--- src/rtl/branch_resolver_if.sv ---
// Handshake bundle between comparer/decode, the branch resolver and fetch.
interface branch_resolver_if #(
    parameter int DATA_WIDTH = 8,
    parameter int ADDR_WIDTH = 8
);
    logic                  i_cmp_valid;
    logic [DATA_WIDTH-1:0] i_relation;
    logic                  i_flag_clr;
    logic                  i_br_valid;
    logic                  o_br_ready;
    logic [2:0]            i_br_cond;
    logic [ADDR_WIDTH-1:0] i_br_pc;
    logic [ADDR_WIDTH-1:0] i_br_target;
    logic                  o_pc_valid;
    logic                  i_pc_ready;
    logic [ADDR_WIDTH-1:0] o_pc_next;
    logic                  o_taken;
    logic                  o_flag_err;

    modport master (
        output i_cmp_valid, i_relation, i_flag_clr,
        output i_br_valid, i_br_cond, i_br_pc, i_br_target, i_pc_ready,
        input  o_br_ready, o_pc_valid, o_pc_next, o_taken, o_flag_err
    );

    modport slave (
        input  i_cmp_valid, i_relation, i_flag_clr,
        input  i_br_valid, i_br_cond, i_br_pc, i_br_target, i_pc_ready,
        output o_br_ready, o_pc_valid, o_pc_next, o_taken, o_flag_err
    );
endinterface

--- src/rtl/branch_resolver.sv ---
// Resolves conditional branches against the latest comparer relation code
// and hands next-PC / taken to fetch over a valid/ready handshake.
module branch_resolver #(
    parameter int DATA_WIDTH = 8,
    parameter int ADDR_WIDTH = 8
) (
    input  logic clk,
    input  logic rst_n,
    branch_resolver_if.slave bus
);
    localparam logic [1:0] IDLE = 2'd0;
    localparam logic [1:0] WAIT = 2'd1;
    localparam logic [1:0] OUT  = 2'd2;

    localparam logic [DATA_WIDTH-1:0] REL_LT = DATA_WIDTH'('h3C);
    localparam logic [DATA_WIDTH-1:0] REL_EQ = DATA_WIDTH'('h3D);
    localparam logic [DATA_WIDTH-1:0] REL_GT = DATA_WIDTH'('h3E);

    logic [1:0]            state;
    logic [DATA_WIDTH-1:0] flag;
    logic                  flag_valid;
    logic                  flag_err;
    logic [2:0]            cond_q;
    logic [ADDR_WIDTH-1:0] pc_q;
    logic [ADDR_WIDTH-1:0] target_q;
    logic [ADDR_WIDTH-1:0] pc_next_q;
    logic                  taken_q;

    // Illegal codes match none of LT/EQ/GT, so every flag-dependent condition is not-taken.
    function automatic logic cond_taken(input logic [2:0] cond,
                                        input logic [DATA_WIDTH-1:0] rel);
        logic lt, eq, gt, res;
        lt = (rel == REL_LT);
        eq = (rel == REL_EQ);
        gt = (rel == REL_GT);
        case (cond)
            3'd0:    res = 1'b0;
            3'd1:    res = lt;
            3'd2:    res = eq;
            3'd3:    res = gt;
            3'd4:    res = lt | eq;
            3'd5:    res = gt | eq;
            3'd6:    res = lt | gt;
            default: res = 1'b1;
        endcase
        return res;
    endfunction

    function automatic logic needs_flag(input logic [2:0] cond);
        return (cond != 3'd0) && (cond != 3'd7);
    endfunction

    function automatic logic [ADDR_WIDTH-1:0] next_pc(input logic taken,
                                                      input logic [ADDR_WIDTH-1:0] pc,
                                                      input logic [ADDR_WIDTH-1:0] target);
        return taken ? target : ADDR_WIDTH'(pc + 1'b1);
    endfunction

    logic                  flag_avail;
    logic [DATA_WIDTH-1:0] flag_use;
    logic                  idle_taken;
    logic                  wait_taken;
    logic                  rel_legal;

    always_comb begin
        flag_avail = bus.i_cmp_valid | flag_valid;
        flag_use   = bus.i_cmp_valid ? bus.i_relation : flag;
        idle_taken = cond_taken(bus.i_br_cond, flag_use);
        wait_taken = cond_taken(cond_q, bus.i_relation);
        rel_legal  = (bus.i_relation == REL_LT) || (bus.i_relation == REL_EQ) ||
                     (bus.i_relation == REL_GT);
    end

    // Flag register: a same-cycle load takes priority over a clear.
    always_ff @(posedge clk or negedge rst_n) begin
        if (!rst_n) begin
            flag       <= '0;
            flag_valid <= 1'b0;
            flag_err   <= 1'b0;
        end else begin
            if (bus.i_cmp_valid) begin
                flag       <= bus.i_relation;
                flag_valid <= 1'b1;
                if (!rel_legal) flag_err <= 1'b1;
            end else if (bus.i_flag_clr) begin
                flag_valid <= 1'b0;
            end
        end
    end

    always_ff @(posedge clk or negedge rst_n) begin
        if (!rst_n) begin
            state     <= IDLE;
            cond_q    <= '0;
            pc_q      <= '0;
            target_q  <= '0;
            pc_next_q <= '0;
            taken_q   <= 1'b0;
        end else begin
            case (state)
                IDLE: begin
                    if (bus.i_br_valid) begin
                        cond_q   <= bus.i_br_cond;
                        pc_q     <= bus.i_br_pc;
                        target_q <= bus.i_br_target;
                        if (needs_flag(bus.i_br_cond) && !flag_avail) begin
                            state <= WAIT;
                        end else begin
                            taken_q   <= idle_taken;
                            pc_next_q <= next_pc(idle_taken, bus.i_br_pc, bus.i_br_target);
                            state     <= OUT;
                        end
                    end
                end
                // A clear arriving while waiting is ignored; only a new compare releases us.
                WAIT: begin
                    if (bus.i_cmp_valid) begin
                        taken_q   <= wait_taken;
                        pc_next_q <= next_pc(wait_taken, pc_q, target_q);
                        state     <= OUT;
                    end
                end
                OUT: begin
                    if (bus.i_pc_ready) state <= IDLE;
                end
                default: state <= IDLE;
            endcase
        end
    end

    assign bus.o_br_ready = (state == IDLE);
    assign bus.o_pc_valid = (state == OUT);
    assign bus.o_pc_next  = pc_next_q;
    assign bus.o_taken    = taken_q;
    assign bus.o_flag_err = flag_err;
endmodule

--- src/flat_wrapper.sv ---
// flat-port wrapper written by rule: the top's interface ports become plain ports
module branch_resolver_flat 
#(
    parameter int DATA_WIDTH = 8,
    parameter int ADDR_WIDTH = 8
)
  (clk, rst_n, bus_i_cmp_valid, bus_i_relation, bus_i_flag_clr, bus_i_br_valid, bus_i_br_cond, bus_i_br_pc, bus_i_br_target, bus_i_pc_ready, bus_o_br_ready, bus_o_pc_valid, bus_o_pc_next, bus_o_taken, bus_o_flag_err);
  branch_resolver_if #(.DATA_WIDTH(DATA_WIDTH), .ADDR_WIDTH(ADDR_WIDTH)) bus_i ();
  input  logic clk;
  input  logic rst_n;
  input wire logic [$bits(bus_i.i_cmp_valid)-1:0] bus_i_cmp_valid;
  input wire logic [$bits(bus_i.i_relation)-1:0] bus_i_relation;
  input wire logic [$bits(bus_i.i_flag_clr)-1:0] bus_i_flag_clr;
  input wire logic [$bits(bus_i.i_br_valid)-1:0] bus_i_br_valid;
  input wire logic [$bits(bus_i.i_br_cond)-1:0] bus_i_br_cond;
  input wire logic [$bits(bus_i.i_br_pc)-1:0] bus_i_br_pc;
  input wire logic [$bits(bus_i.i_br_target)-1:0] bus_i_br_target;
  input wire logic [$bits(bus_i.i_pc_ready)-1:0] bus_i_pc_ready;
  output wire logic [$bits(bus_i.o_br_ready)-1:0] bus_o_br_ready;
  output wire logic [$bits(bus_i.o_pc_valid)-1:0] bus_o_pc_valid;
  output wire logic [$bits(bus_i.o_pc_next)-1:0] bus_o_pc_next;
  output wire logic [$bits(bus_i.o_taken)-1:0] bus_o_taken;
  output wire logic [$bits(bus_i.o_flag_err)-1:0] bus_o_flag_err;
  assign bus_i.i_cmp_valid = bus_i_cmp_valid;
  assign bus_i.i_relation = bus_i_relation;
  assign bus_i.i_flag_clr = bus_i_flag_clr;
  assign bus_i.i_br_valid = bus_i_br_valid;
  assign bus_i.i_br_cond = bus_i_br_cond;
  assign bus_i.i_br_pc = bus_i_br_pc;
  assign bus_i.i_br_target = bus_i_br_target;
  assign bus_i.i_pc_ready = bus_i_pc_ready;
  assign bus_o_br_ready = bus_i.o_br_ready;
  assign bus_o_pc_valid = bus_i.o_pc_valid;
  assign bus_o_pc_next = bus_i.o_pc_next;
  assign bus_o_taken = bus_i.o_taken;
  assign bus_o_flag_err = bus_i.o_flag_err;
  branch_resolver #(.DATA_WIDTH(DATA_WIDTH), .ADDR_WIDTH(ADDR_WIDTH)) u_core (.clk(clk), .rst_n(rst_n), .bus(bus_i));
endmodule
--- config.mk ---
export PLATFORM = sky130hd
export DESIGN_NAME = branch_resolver_flat
export DESIGN_NICKNAME = d
export VERILOG_FILES = /design/src/rtl/branch_resolver_if.sv /design/src/rtl/branch_resolver.sv /design/src/flat_wrapper.sv
export SDC_FILE = /design/constraint.sdc
export NUM_CORES = 1
export LEC_CHECK = 0
export CORE_MARGIN = 2
export CORE_UTILIZATION = 46
export CTS_BUF_LIST = sky130_fd_sc_hd__clkbuf_4 sky130_fd_sc_hd__clkbuf_8
export DETAILED_ROUTE_END_ITERATION = 16
export GPL_ROUTABILITY_DRIVEN = 0
export PLACE_DENSITY = 0.77
export SLEW_MARGIN = 20
export SYNTH_ARGS = -nofsm -noshare
export SYNTH_HDL_FRONTEND = slang
export SYNTH_SLANG_ARGS = --single-unit
--- constraint.sdc ---
create_clock -name clk -period 2.4 [get_ports clk]
set_input_delay 0.72 -clock clk [delete_from_list [all_inputs] [get_ports clk]]
set_output_delay 0.72 -clock clk [all_outputs]
set_load 0.02 [all_outputs]
Yosys cells after proc, flatten, opt, wreduce, memory -nomap -nowiden
Index checks and enable logic that the tools add are counted.
Word-level totals
  output and inout port bits: 12
  register bits: 40
Operators by class
  reduce and logical (&&, ||, !) cells: 15
  bitwise logic cells: 8
  multiplexer cells: 20
  add/sub/neg operators: 2
  equality and inequality tests: 25
Operator list (count)
  == test 8 x 6 -> 1 bit, second input constant: 6
  two-way mux 8 bit: 6
  == test 3 bit, second input constant: 6
  adder 8 x 1 -> 8 bit, second input constant: 2
  one-hot mux 8 bit (2 select lines): 1
  one-hot mux 1 bit (7 select lines): 2
  == test 3 x 2 -> 1 bit, second input constant: 4
  two-way mux 2 bit: 4
  inequality test 2 bit, second input constant: 4
  OR 1 bit: 7
  == test 3 x 1 -> 1 bit, second input constant: 2
  logical NOT 3 bit: 2
  one-hot mux 2 bit (3 select lines): 1
  two-way mux 1 bit: 5
  AND reduction 2 bit: 2
  AND reduction 4 bit: 1
  nonzero test 2 bit: 2
  inequality test 3 bit, second input constant: 1
  AND reduction 3 bit: 1
  nonzero test 3 bit: 1
  == test 2 x 1 -> 1 bit, second input constant: 1
  == test 2 bit, second input constant: 1
  logical AND 1 bit: 2
  logical NOT 2 bit: 1
  4 further kinds: 5

Longest topological paths before layout
Gate-level depths: netlist of the first run.
  depth after elaboration: 8
  gate-level depth with buffers: 8

Worst setup path after synthesis of the first run
Ideal clock, no wire load.
  kind: in2reg
  from: input bus_i_cmp_valid
  to: register u_core.pc_next_q[0], in the netlist u_core.bus.o_pc_next[0]
  arrival: 2405 ps
  setup slack: -131 ps
  buffers on the path: 2
  stages: 8
  path through: buf_6 mux2_4 or4_4 a21oi_2 a2bb2oi_2 buf_6 mux2i_1 a221o_1
Between the ends
  word-level cells in the longest chain between the ends: 8
Ends and longest elaborated chain
  start: declaration: RTL line flat_wrapper.sv:11  | input wire logic [$bits(bus_i.i_cmp_valid)-1:0] bus_i_cmp_valid;
  two-way mux 8 bit *: RTL line branch_resolver.sv:67  | flag_use = bus.i_cmp_valid ? bus.i_relation : flag;
  net u_core.flag_use[0]: RTL line branch_resolver.sv:60  | logic [DATA_WIDTH-1:0] flag_use;
  == test 8 x 6 -> 1 bit (on tied branches): RTL line branch_resolver.sv:33, branch_resolver.sv:34, branch_resolver.sv:35
  OR 1 bit (on tied branches): RTL line branch_resolver.sv:43, branch_resolver.sv:41, branch_resolver.sv:42
  one-hot mux 1 bit (7 select lines) *: RTL line branch_resolver.sv:36  | case (cond)
  two-way mux 8 bit *: RTL line branch_resolver.sv:56  | return taken ? target : ADDR_WIDTH'(pc + 1'b1);
  two-way mux 8 bit *: RTL line branch_resolver.sv:106  | if (needs_flag(bus.i_br_cond) && !flag_avail) begin
  two-way mux 8 bit *: RTL line branch_resolver.sv:102  | if (bus.i_br_valid) begin
  one-hot mux 8 bit (2 select lines) *: RTL line branch_resolver.sv:100  | case (state)
  end signal: assignment: RTL line branch_resolver.sv:110  | pc_next_q <= next_pc(idle_taken, bus.i_br_pc, bus.i_br_target);
  end signal: assignment: RTL line branch_resolver.sv:119  | pc_next_q <= next_pc(wait_taken, pc_q, target_q);
  end: declaration: RTL line branch_resolver.sv:26  | logic [ADDR_WIDTH-1:0] pc_next_q;
The timed path passes the listed nets; every way through them passes the cells marked *. The select of a mux whose other input is x is not followed.
A chain may end at the register's enable or synchronous reset.

Final worst setup path of the first run
Same ends and word-level chain as after synthesis.

==> metrics list, run 1 <==
- The flow ran to the end, but the final reports show violations.
* Failing checks: negative setup slack
* Final HPWL from detailed placement: 3742 µm
- In the post-route analysis, the smallest setup slack over all paths is -0.02278 ns.
- The post-route netlist has 29.20% of its cells at a drive strength greater than 1.
- Across the run, the number of max-cap violations was 0.
- Finished Cell Area: 3100 µm²
* Critical path endpoint category: flop
- The worst register-to-register path begins at u_core.flag[1]$_DFF_PN0_.
- Drc violations: 0
* Kind of start point of the critical path: input port
* Number of cells traversed by the worst register-to-register path: 7
- Maximum VDD drop: 0.4516 mV
- Number of rows created at floorplan: 25
- The critical path crosses 8 cells after its start point.
* Worst path bufs/invs: 2
- Library cell contributing the largest single delay on the critical path: sky130_fd_sc_hd__or4b_4
* Buffer depth of the longest clock path: 2
- Number of levels the H-tree was split into: 2
- STA puts the critical path data required time at 2.57 ns.
* Data arrival time at the worst-slack endpoint: 2.60 ns
* Portion of the post-synthesis area used by sequential elements: 44.64%
- Largest net degree at the start of global routing: 41
- The final critical path takes up 100.9% of the cycle.
- Number of pins with negative max-slew slack in the final report: 0
- The worst register-to-register path has a setup slack of 0.12 ns.
* Placed instance area: 2900 µm²
- Worst setup slack before clock tree synthesis: -0.6938 ns
- Startpoint of the worst setup timing path: bus_i_cmp_valid
- Die boundary width: 73.82 µm
* Chip Height: 73.82 µm
- Setup violations remaining at the end of the flow were counted as 1.
- Layout-stage area growth over the synthesis result: 38.28%
- Number of CTS-inserted buffers: 5
- Clock tree synthesis found a total of 40 sinks.
- Post-synthesis register bit count: 40
- Nets: 308
* Final non-filler cell total: 341
- For the final database, setup skew stands at 0.01363 ns.
- Summed over all layers, the routed wires come to 5138 µm.
- Global-route usage over all layers: 20.55%
* Mean post-synth cell area: 11.05 µm²
- Vias per std cell: 5.211
* Net count of the mapped netlist: 238
- Global-route wire length before repair: 8369 µm
* Final hold violation count: 0
- Unrepaired setup endpoints after global routing: yes
* Io pins: 45
* Source-to-sink clock delay at the later pin of the worst-skew pair: 0.29 ns
* Measured slew at the worst slew-check pin: 0.7603 ns
- Detailed-route wire length per cell: 15.07 µm
- Critical path capture point: u_core.bus.o_pc_next[0]$_DFFE_PN0P_
- Clock-pin slew on the worst setup and hold paths: 0.08 ns
- The die covers 5449 µm².
- Fraction of registers with async set/reset: 100.0%
- After synthesis, the netlist uses 40 different library cells.
* Post-Syn Instances: 203
* Highest-count cells in the layout ignoring fill and taps: sky130_fd_sc_hd__dfrtp_1 (40), sky130_fd_sc_hd__clkdlybuf4s50_1 (33), sky130_fd_sc_hd__mux2_2 (29)
- The cell family contributing the most delay on the critical path is compound AO/OA/AOI/OAI gates.
* Initial cell density of the core: 47.47%
- Buffer type at the clock tree root: sky130_fd_sc_hd__clkbuf_8
- Critical Path Fanout Max: 5
* Leakage power of the design: 1.309 nW
- The pre-antenna-repair detailed-routing pass consisted of 4 iterations.
* Fin util: 65.64%
- Max_slew headroom: 48.00%
* Delay contributed by the slowest stage of the critical path: 0.48 ns
- Netlist area before placement: 2242 µm²
- Antenna violations before repair: 0
* Area of the core: 4723 µm²
- The library cell used most frequently in the layout, excluding fill and tap cells, is sky130_fd_sc_hd__dfrtp_1.
- The detailed router finished its first iteration with 104 violations.
- Type of the worst setup path: input port to flop
* Cells after DPL: 325
- The via count of the first global-routing pass is 1829.
* CTS tree: yes
- Yosys printed 0 warnings.
- The critical path goes through buf_8, mux2_4, or4b_4, o211ai_1, a2bb2oi_4, buf_6, mux2i_1, a221o_1.
* F_max: 0.4127 GHz
* PwrDens: 773.7 nW/µm²
* Post-route ant nets: 0
- Number of antenna diodes: 0
- Endpoint of the most critical register-to-register path: u_core.bus.o_pc_next[0]$_DFFE_PN0P_
- Dominant register cell in the synthesized netlist: sky130_fd_sc_hd__dfrtp_1
- EDFF count, synth: 0
- The total overflow left after global routing is 0.
* Clock period minus final worst setup slack: 2.423 ns
- Summing over every cut layer, the via total after detailed routing is 1777.
- The min-delay analysis places its worst path in the category input port to async pin.
- Port bufs: 44
==> cells in the mapped netlist (2+ instances only) <==
master	instances	area, µm²
sky130_fd_sc_hd__mux2_4	2	30.03
sky130_fd_sc_hd__and3_1	4	25.02
sky130_fd_sc_hd__dfrtp_1	40	1001
sky130_fd_sc_hd__buf_6	2	22.52
sky130_fd_sc_hd__and2_1	4	25.02
sky130_fd_sc_hd__or3_1	2	12.51
sky130_fd_sc_hd__nand2_1	21	78.83
sky130_fd_sc_hd__xor2_1	3	26.28
sky130_fd_sc_hd__o211ai_1	2	15.01
sky130_fd_sc_hd__mux2i_1	12	120.1
sky130_fd_sc_hd__a21o_1	2	15.01
sky130_fd_sc_hd__clkbuf_1	7	26.28
sky130_fd_sc_hd__ha_1	2	25.02
sky130_fd_sc_hd__nor2b_1	6	37.54
sky130_fd_sc_hd__xnor2_1	9	78.83
sky130_fd_sc_hd__mux2_2	30	337.8
sky130_fd_sc_hd__nand3_1	9	45.04
sky130_fd_sc_hd__inv_1	8	30.03
sky130_fd_sc_hd__nor3_1	2	10.01
sky130_fd_sc_hd__nor2_1	4	15.01
sky130_fd_sc_hd__o21ai_0	4	20.02
sky130_fd_sc_hd__nor3b_1	2	15.01
sky130_fd_sc_hd__a221o_1	7	70.07
sky130_fd_sc_hd__a21oi_1	3	15.01
==> metrics by stage <==
step	hold WS, ns	TNS, ns	total power, mW
after floorplan	0.4244	-0.7602	1.512
after global placement	0.4396	-5.381	1.854
after detailed placement	0.4479	-5.883	1.891
after CTS	0.3958	-0.03558	2.403
after global routing	0.3910	-0.08648	2.532
final	0.3839	-0.02278	2.399
==> kinds of logic after synthesis <==
logic type / share of synthesized area (%)
flip-flops: 44.64
XOR/XNOR: 4.688
adder cells (fa/ha/maj): 1.116
buffers and inverters: 3.516
AO/OA/AOI/OAI: 9.654
multiplexers: 21.76
AND/OR/NAND/NOR: 14.62
==> per-layer routing <==
layer | up-vias | wire length (µm) | global-route usage (%)
li1 | 876 | - | -
met1 | 858 | 2270 | 25.30
met2 | 30 | 2579 | 34.82
met3 | 13 | 175 | 4.938
met4 | 0 | 114 | 7.475
met5 | - | 0 | 0
==> how the worst min path moves through the flow <==
stage | from | end
floorplan | rst_n | u_core.bus.o_flag_err$_DFFE_PN0P_
global placement | u_core.bus.o_flag_err$_DFFE_PN0P_ | u_core.bus.o_flag_err$_DFFE_PN0P_
detailed placement | u_core.bus.o_flag_err$_DFFE_PN0P_ | u_core.bus.o_flag_err$_DFFE_PN0P_
CTS | rst_n | u_core.flag[5]$_DFF_PN0_
global route | rst_n | u_core.flag[3]$_DFF_PN0_
finish | rst_n | u_core.flag[5]$_DFF_PN0_
==> sequential cells by signal (all words and copies together), names as in the netlist <==
name / count
u_core.bus.o_pc_next: 8
u_core.target_q: 8
u_core.cond_q: 3
u_core.pc_q: 8
u_core.flag_valid: 1
u_core.flag: 8
u_core.state: 2
u_core.bus.o_taken: 1
u_core.bus.o_flag_err: 1
==> final cells by class <==
cell class / count / area [µm²]
Timing Repair Buffer: 72 / 680.7
Inverter: 8 / 30.03
Tap cell: 67 / 83.83
Sequential cell: 40 / 1001
Clock buffer: 8 / 97.59
Multi-Input combinational cell: 146 / 1207
Fill cell: 385 / 1623
==> power by group <==
| group | internal, mW | switching [mW] |
|---|---|---|
| logic | 0.529 | 0.393 |
| clock network | 0.257 | 0.218 |
| registers | 0.852 | 0.149 |
| total | 1.64 | 0.761 |
==> what timing repair did <==
item / in CTS / in global routing
hold buffers: 0 / 0
pin swaps: 9 / 6
gates cloned: 1 / 0
setup buffers: 8 / 0
gates resized for setup: 29 / 7
setup endpoints to repair: 9 / 9
(Power assumes the default switching activity.)
==> run 2: changes to the inputs <==
--- a/config.mk
+++ b/config.mk
@@ -8,9 +8,11 @@
 export CORE_MARGIN = 2
 export CORE_UTILIZATION = 46
 export CTS_BUF_LIST = sky130_fd_sc_hd__clkbuf_4 sky130_fd_sc_hd__clkbuf_8
+export CTS_CLUSTER_DIAMETER = 100
 export DETAILED_ROUTE_END_ITERATION = 16
 export GPL_ROUTABILITY_DRIVEN = 0
 export PLACE_DENSITY = 0.77
+export RECOVER_POWER = 50
 export SLEW_MARGIN = 20
 export SYNTH_ARGS = -nofsm -noshare
 export SYNTH_HDL_FRONTEND = slang
==> metrics list, run 2 (synthesized netlist as in run 1, its figures left out) <==
- Ratio of cells with drive above 1 in the final layout: 29.20%
- Using the TritonRoute via totals, the vias-per-cell ratio works out to 5.246.
- Setup violations remaining at the end of the flow were counted as 1.
- The layout has 387 filler cells.
- Placed instance area: 2900 µm²
* Number of instances on the worst hold path: 1
- F_max: 0.4121 GHz
* Measured slew at the worst slew-check pin: 0.9933 ns
* Tightest Hold Check Type: flop to flop
- Sequential standard cell area: 1001 µm²
- Ordered list of cells on the worst path: buf_8, mux2_4, or4_4, a21oi_4, a2bb2oi_4, buf_6, mux2i_1, a221o_1
- Data arrival time at the worst-slack endpoint: 2.60 ns
- Max_slew headroom: 33.78%
* Critical path's top delay family: compound AO/OA/AOI/OAI gates
- The count of cells in the finished layout, fillers not included, comes to 341.
- In this run the worst path has a maximum fanout of 5.
- Start of the worst register-to-register path: u_core.flag[1]$_DFF_PN0_
- The worst setup path is captured at a flop.
- Clock Skews: 0.01412 ns
- The number of antenna violations at the first check in global routing is 0.
* CTS tree: yes
* Die boundary width: 73.82 µm
- After legalization and detailed placement, the total HPWL measured 3742 µm.
* Worst R2R Setup Slack: 0.12 ns
- PwrDens: 776.8 nW/µm²
- Maximum VDD drop: 0.4488 mV
- In this run the vertical extent of the chip is 73.82 µm.
* Number of antenna diodes: 0
* Largest net degree at the start of global routing: 41
* Final hold violation count: 0
* Post-route ant nets: 0
- Finished Cell Area: 3085 µm²
- Most frequent standard cell in the layout excluding fill and tap cells: sky130_fd_sc_hd__dfrtp_1
* Source-to-sink clock delay at the later pin of the worst-skew pair: 0.29 ns
- After global routing the overflow that remains totals 0.
- The H-tree was split into 2 levels.
- Period Utilization, post-route: 101.1%
* Endpoint, Worst Hold: u_core.bus.o_flag_err$_DFFE_PN0P_
* Clock net sink count: 40
- The setup path with the least slack is of type input port to flop.
- Number of rows created at floorplan: 25
- Die ar.: 5449 µm²
- Buffer type at the clock tree root: sky130_fd_sc_hd__clkbuf_8
- The max-slew violation total from the final report was 0.
- The detailed router finished its first iteration with 73 violations.
- Buffer depth of the longest clock path: 2
* Number of cells traversed by the worst register-to-register path: 7
- Failing checks: negative setup slack
- Hold path start: u_core.bus.o_flag_err$_DFFE_PN0P_
- Required time of the critical path: 2.57 ns
* Worst path bufs/invs: 2
- Drc violations: 0
- Kind of start point of the critical path: input port
- For this block, the via count after detailed routing is 1789.
* Initial cell density of the core: 47.47%
- Final hold analysis gives a worst-case slack of 0.4732 ns.
- Total routed wirelength: 5172 µm
- Clock period minus final worst setup slack: 2.427 ns
- The total area inside the core boundary comes to 4723 µm².
* Endpoint of the most critical register-to-register path: u_core.bus.o_pc_next[0]$_DFFE_PN0P_
- Detailed-route wire length per cell: 15.17 µm
- The tool flagged a number of max-cap violations equal to 0.
- Across all setup checks in the final design, the least slack found is -0.02666 ns.
- Number of CTS-inserted buffers: 5
- Vias in the first global route: 1829
* Multi-input gate area in the final layout: 1207 µm²
- Layout-stage area growth over the synthesis result: 37.61%
* Cells after DPL: 325
- Global-route wire length before repair: 8369 µm
- Global-route usage over all layers: 20.55%
- Library cell contributing the largest single delay on the critical path: sky130_fd_sc_hd__or4_4
- Port buffering added 44 buffers.
* Leakage power of the design: 1.303 nW
- DR pass1 iterations: 4
- Outcome: complete, but fails checks
* Highest-count cells in the layout ignoring fill and taps: sky130_fd_sc_hd__dfrtp_1 (40), sky130_fd_sc_hd__clkdlybuf4s50_1 (33), sky130_fd_sc_hd__mux2_2 (29)
* Fin util: 65.32%
- 45 I/O pins were placed.
- Clock-pin slew on the worst setup and hold paths: 0.08 ns
- Setup repair after global routing could not meet its margin everywhere.
- For this run, the slowest stage of the critical path takes 0.50 ns.
* Nets: 308
## run 2: cell types whose count changed in the layout (fill, tap and decap cells not counted)
cell	previous run	this run
sky130_fd_sc_hd__buf_12	2	1
sky130_fd_sc_hd__clkbuf_2	0	1
## run 2: report_power, final
part	switching (mW)	total [mW]	internal [mW]
Combinational	0.393	0.919	0.526
Clock	0.219	0.476	0.257
Sequential	0.149	1.00	0.852
Total	0.762	2.40	1.64
## run 2: timing repair
action / in CTS / in global routing
pin swaps: 9 / 6
hold buffers: 0 / 0
endpoints found under the setup margin: 9 / 9
resized for setup: 29 / 7
buffers inserted: 8 / 0
gates cloned: 1 / 0
endpoints found under the hold margin: 0 / 0
## run 2: routing by layer
layer	GRT usage [%]	wire [µm]
met1	25.30	2248
met5	0	0
met4	7.475	78
met2	34.82	2638
met3	4.938	207
## run 2: cell type report
type	count	share of cell area [%]
multi-input combinational	146	39.13
sequential	40	32.44
timing repair buffer	72	21.57
clock buffer	8	3.163
tap	67	2.717
inverter	8	0.9732
## run 2: worst max-delay path by stage
| stage | end | cells past startpoint | start |
|---|---|---|---|
| finish | u_core.bus.o_pc_next[0]$_DFFE_PN0P_ | 8 | bus_i_cmp_valid |
| global route | u_core.bus.o_pc_next[0]$_DFFE_PN0P_ | 8 | bus_i_cmp_valid |
| floorplan | u_core.bus.o_pc_next[0]$_DFFE_PN0P_ | 8 | bus_i_cmp_valid |
| detailed placement | u_core.bus.o_pc_next[0]$_DFFE_PN0P_ | 8 | bus_i_cmp_valid |
| global placement | u_core.bus.o_pc_next[0]$_DFFE_PN0P_ | 8 | bus_i_cmp_valid |
| CTS | u_core.bus.o_pc_next[6]$_DFFE_PN0P_ | 8 | bus_i_cmp_valid |
## run 2: per-stage QoR
stage | power (mW) | setup TNS, ns | worst slack [ns]
2_1_floorplan | 1.512 | -0.7602 | -0.1277
3_3_place_gp | 1.854 | -5.381 | -0.6560
3_5_place_dp | 1.891 | -5.883 | -0.6938
4_1_cts | 2.403 | -0.03558 | -0.01760
5_1_grt | 2.528 | -0.08648 | -0.05098
6_report | 2.397 | -0.02666 | -0.02666
==> run 3: changes to the inputs <==
--- a/config.mk
+++ b/config.mk
@@ -5,7 +5,6 @@
 export SDC_FILE = /design/constraint.sdc
 export NUM_CORES = 1
 export LEC_CHECK = 0
-export CORE_MARGIN = 2
 export CORE_UTILIZATION = 46
 export CTS_BUF_LIST = sky130_fd_sc_hd__clkbuf_4 sky130_fd_sc_hd__clkbuf_8
 export CTS_CLUSTER_DIAMETER = 100
==> metrics list, run 3 (synthesized netlist as in run 1, its figures left out) <==
* Io pins: 45
- Dividing total power by cell area gives a power density of 784.9 nW/µm².
- Via count: 1752
- The pre-antenna-repair detailed-routing pass consisted of 4 iterations.
* Worst setup slack before clock tree synthesis: -0.6942 ns
* Required time of the critical path: 2.58 ns
* Largest net degree at the start of global routing: 41
* Unrepaired setup endpoints after global routing: yes
- Vias in the first global route: 1762
* Total routed wirelength: 4915 µm
- Clock tree synthesis found a total of 40 sinks.
- For this design, the slowest cell found on the critical path is sky130_fd_sc_hd__or4_4.
- For the worst setup path, the data arrival time is 2.53 ns.
* Chip Height: 71.82 µm
- Detailed-route wire length per cell: 15.17 µm
- In this run the number of H-tree levels came out at 2.
- Source-to-sink clock delay at the later pin of the worst-skew pair: 0.29 ns
* Number of antenna diodes: 0
- The clock period could shrink to 2.354 ns.
* Delay contributed by the slowest stage of the critical path: 0.48 ns
- Total negative slack: 0 ns
- In this run the worst path has a maximum fanout of 5.
- Timing would allow up to 0.4249 GHz.
- Post-route worst hold slack: 0.4884 ns
- Setup violations remaining at the end of the flow were counted as 0.
* Violation count after the first detailed-routing iteration: 119
- Buffer type at the clock tree root: sky130_fd_sc_hd__clkbuf_8
- Final hold violation count: 0
* Clock-pin slew on the worst setup and hold paths: 0.08 ns
* Number of rows created at floorplan: 25
- Final HPWL from detailed placement: 3671 µm
- Across all setup checks in the final design, the least slack found is 0.04645 ns.
- Clock Skews: 0.006269 ns
- Global-route usage over all layers: 21.43%
- Once detail routing completed, the nets flagged for antenna violations numbered 0.
- Port bufs: 44
- For this configuration, the core starts out at a cell density of 47.79%.
* Die ar.: 5157 µm²
- The worst setup path is captured at a flop.
* Antenna violations before repair: 0
- Tracing the worst setup path back leads to its startpoint at bus_i_cmp_valid.
- In the final layout, the share of cells above drive strength 1 is 27.41%.
- Power comes to 2.344 mW.
- The layout has 391 filler cells.
* Drc violations: 0
* Buffer depth of the longest clock path: 2
- Overflow left after global routing: 0
- The die is 71.82 µm wide.
* Max_slew headroom: 34.92%
* Kind of start point of the critical path: input port
- By startpoint and endpoint, the worst setup path is classified as input port to flop.
- The first global-routing pass estimated 8424 µm of wire.
- Most frequent standard cell in the layout excluding fill and tap cells: sky130_fd_sc_hd__dfrtp_1
* Leakage power of the design: 1.272 nW
- Across the VDD grid, the largest voltage drop is 0.4224 mV.
- Cells fill 63.65% of the core in the end.
- Measured slew at the worst slew-check pin: 0.9761 ns
- CTS tree: yes
- Period Utilization, post-route: 98.06%
- Counting instances, the worst hold path has a depth of 1.
* Max-cap violation count: 0
- The run finished with clean final reports.
- The worst hold path begins at u_core.flag_valid$_DFFE_PN0P_.
- Number of pins with negative max-slew slack in the final report: 0
- In the final design database the tool counted 304 nets.
* Number of cells traversed by the worst register-to-register path: 7
- Area of the core: 4692 µm²
* Layout-stage area growth over the synthesis result: 33.20%
- Highest-count cells in the layout ignoring fill and taps: sky130_fd_sc_hd__dfrtp_1 (40), sky130_fd_sc_hd__clkdlybuf4s50_1 (33), sky130_fd_sc_hd__mux2_2 (29)
* Tightest Hold Check Type: flop to flop
* Start of the worst register-to-register path: u_core.flag[1]$_DFF_PN0_
- The number of clock buffers added by TritonCTS is 5.
* Vias per std cell: 5.407
- Hold buffer count at CTS: 0
- Traced cell by cell, the critical path runs through buf_8, mux2_4, or4_4, a21oi_2, a2bb2oi_2, buf_6, mux2i_1, a221o_1.
run 3: changes by cell type in the layout (fill, tap and decap cells not counted), sizes merged:
cell | before | now
buf | 32 | 26
clkinv | 0 | 2
run 3: routing by layer:
| layer | up-vias | global-route usage [%] | share of wire [%] |
|---|---|---|---|
| met3 | 6 | 3.516 | 2.8 |
| met5 | - | 0 | 0 |
| met2 | 31 | 36.16 | 49 |
| li1 | 862 | - | - |
| met4 | 0 | 6.536 | 1.3 |
| met1 | 853 | 28.36 | 47 |
run 3: path summary, 6_finish.rpt:
path | to | slack (ns)
setup / recovery | u_core.bus.o_pc_next[0]$_DFFE_PN0P_ | 0.05
setup reg to reg | u_core.bus.o_pc_next[0]$_DFFE_PN0P_ | 0.21
min in group asynchronous | u_core.bus.o_pc_next[6]$_DFFE_PN0P_ | 0.66
max in group asynchronous | u_core.cond_q[1]$_DFFE_PN0P_ | 1.14
hold reg to reg | u_core.flag_valid$_DFFE_PN0P_ | 0.49
hold / removal | u_core.flag_valid$_DFFE_PN0P_ | 0.49
run 3: where the power goes:
part | internal (mW) | switching, mW
Combinational | 0.515 | 0.378
Sequential | 0.852 | 0.146
Clock | 0.229 | 0.225
run 3: worst max-delay path: cells and delay by family:
kind	cells	cell delay, ns
AO/OA/AOI/OAI	3	0.68
multiplexers	2	0.38
AND/OR/NAND/NOR	1	0.48
buffers and inverters	2	0.27
run 3: timing repair:
action	4_1_cts	5_1_grt
setup buffers	3	0
resized for setup	26	4
gates cloned	1	0
setup endpoints to repair	9	8
pin swaps	9	4
run 3: stage by stage:
| step | cells | area, µm² |
|---|---|---|
| after floorplan | 203 | 2246 |
| after global placement | 313 | 2867 |
| after detailed placement | 313 | 2867 |
| after CTS | 325 | 3013 |
| after global routing | 324 | 2987 |
| final | 324 | 2987 |
run 3: layout make-up:
cell class	instances	area, µm²	share of cell area, %
clock buffer	6	82.58	2.765
clock inverter	2	10.01	0.3351
inverter	8	30.03	1.005
multi-input combinational	146	1171	39.21
sequential	40	1001	33.51
tap	54	67.56	2.262
timing repair buffer	68	624.3	20.90
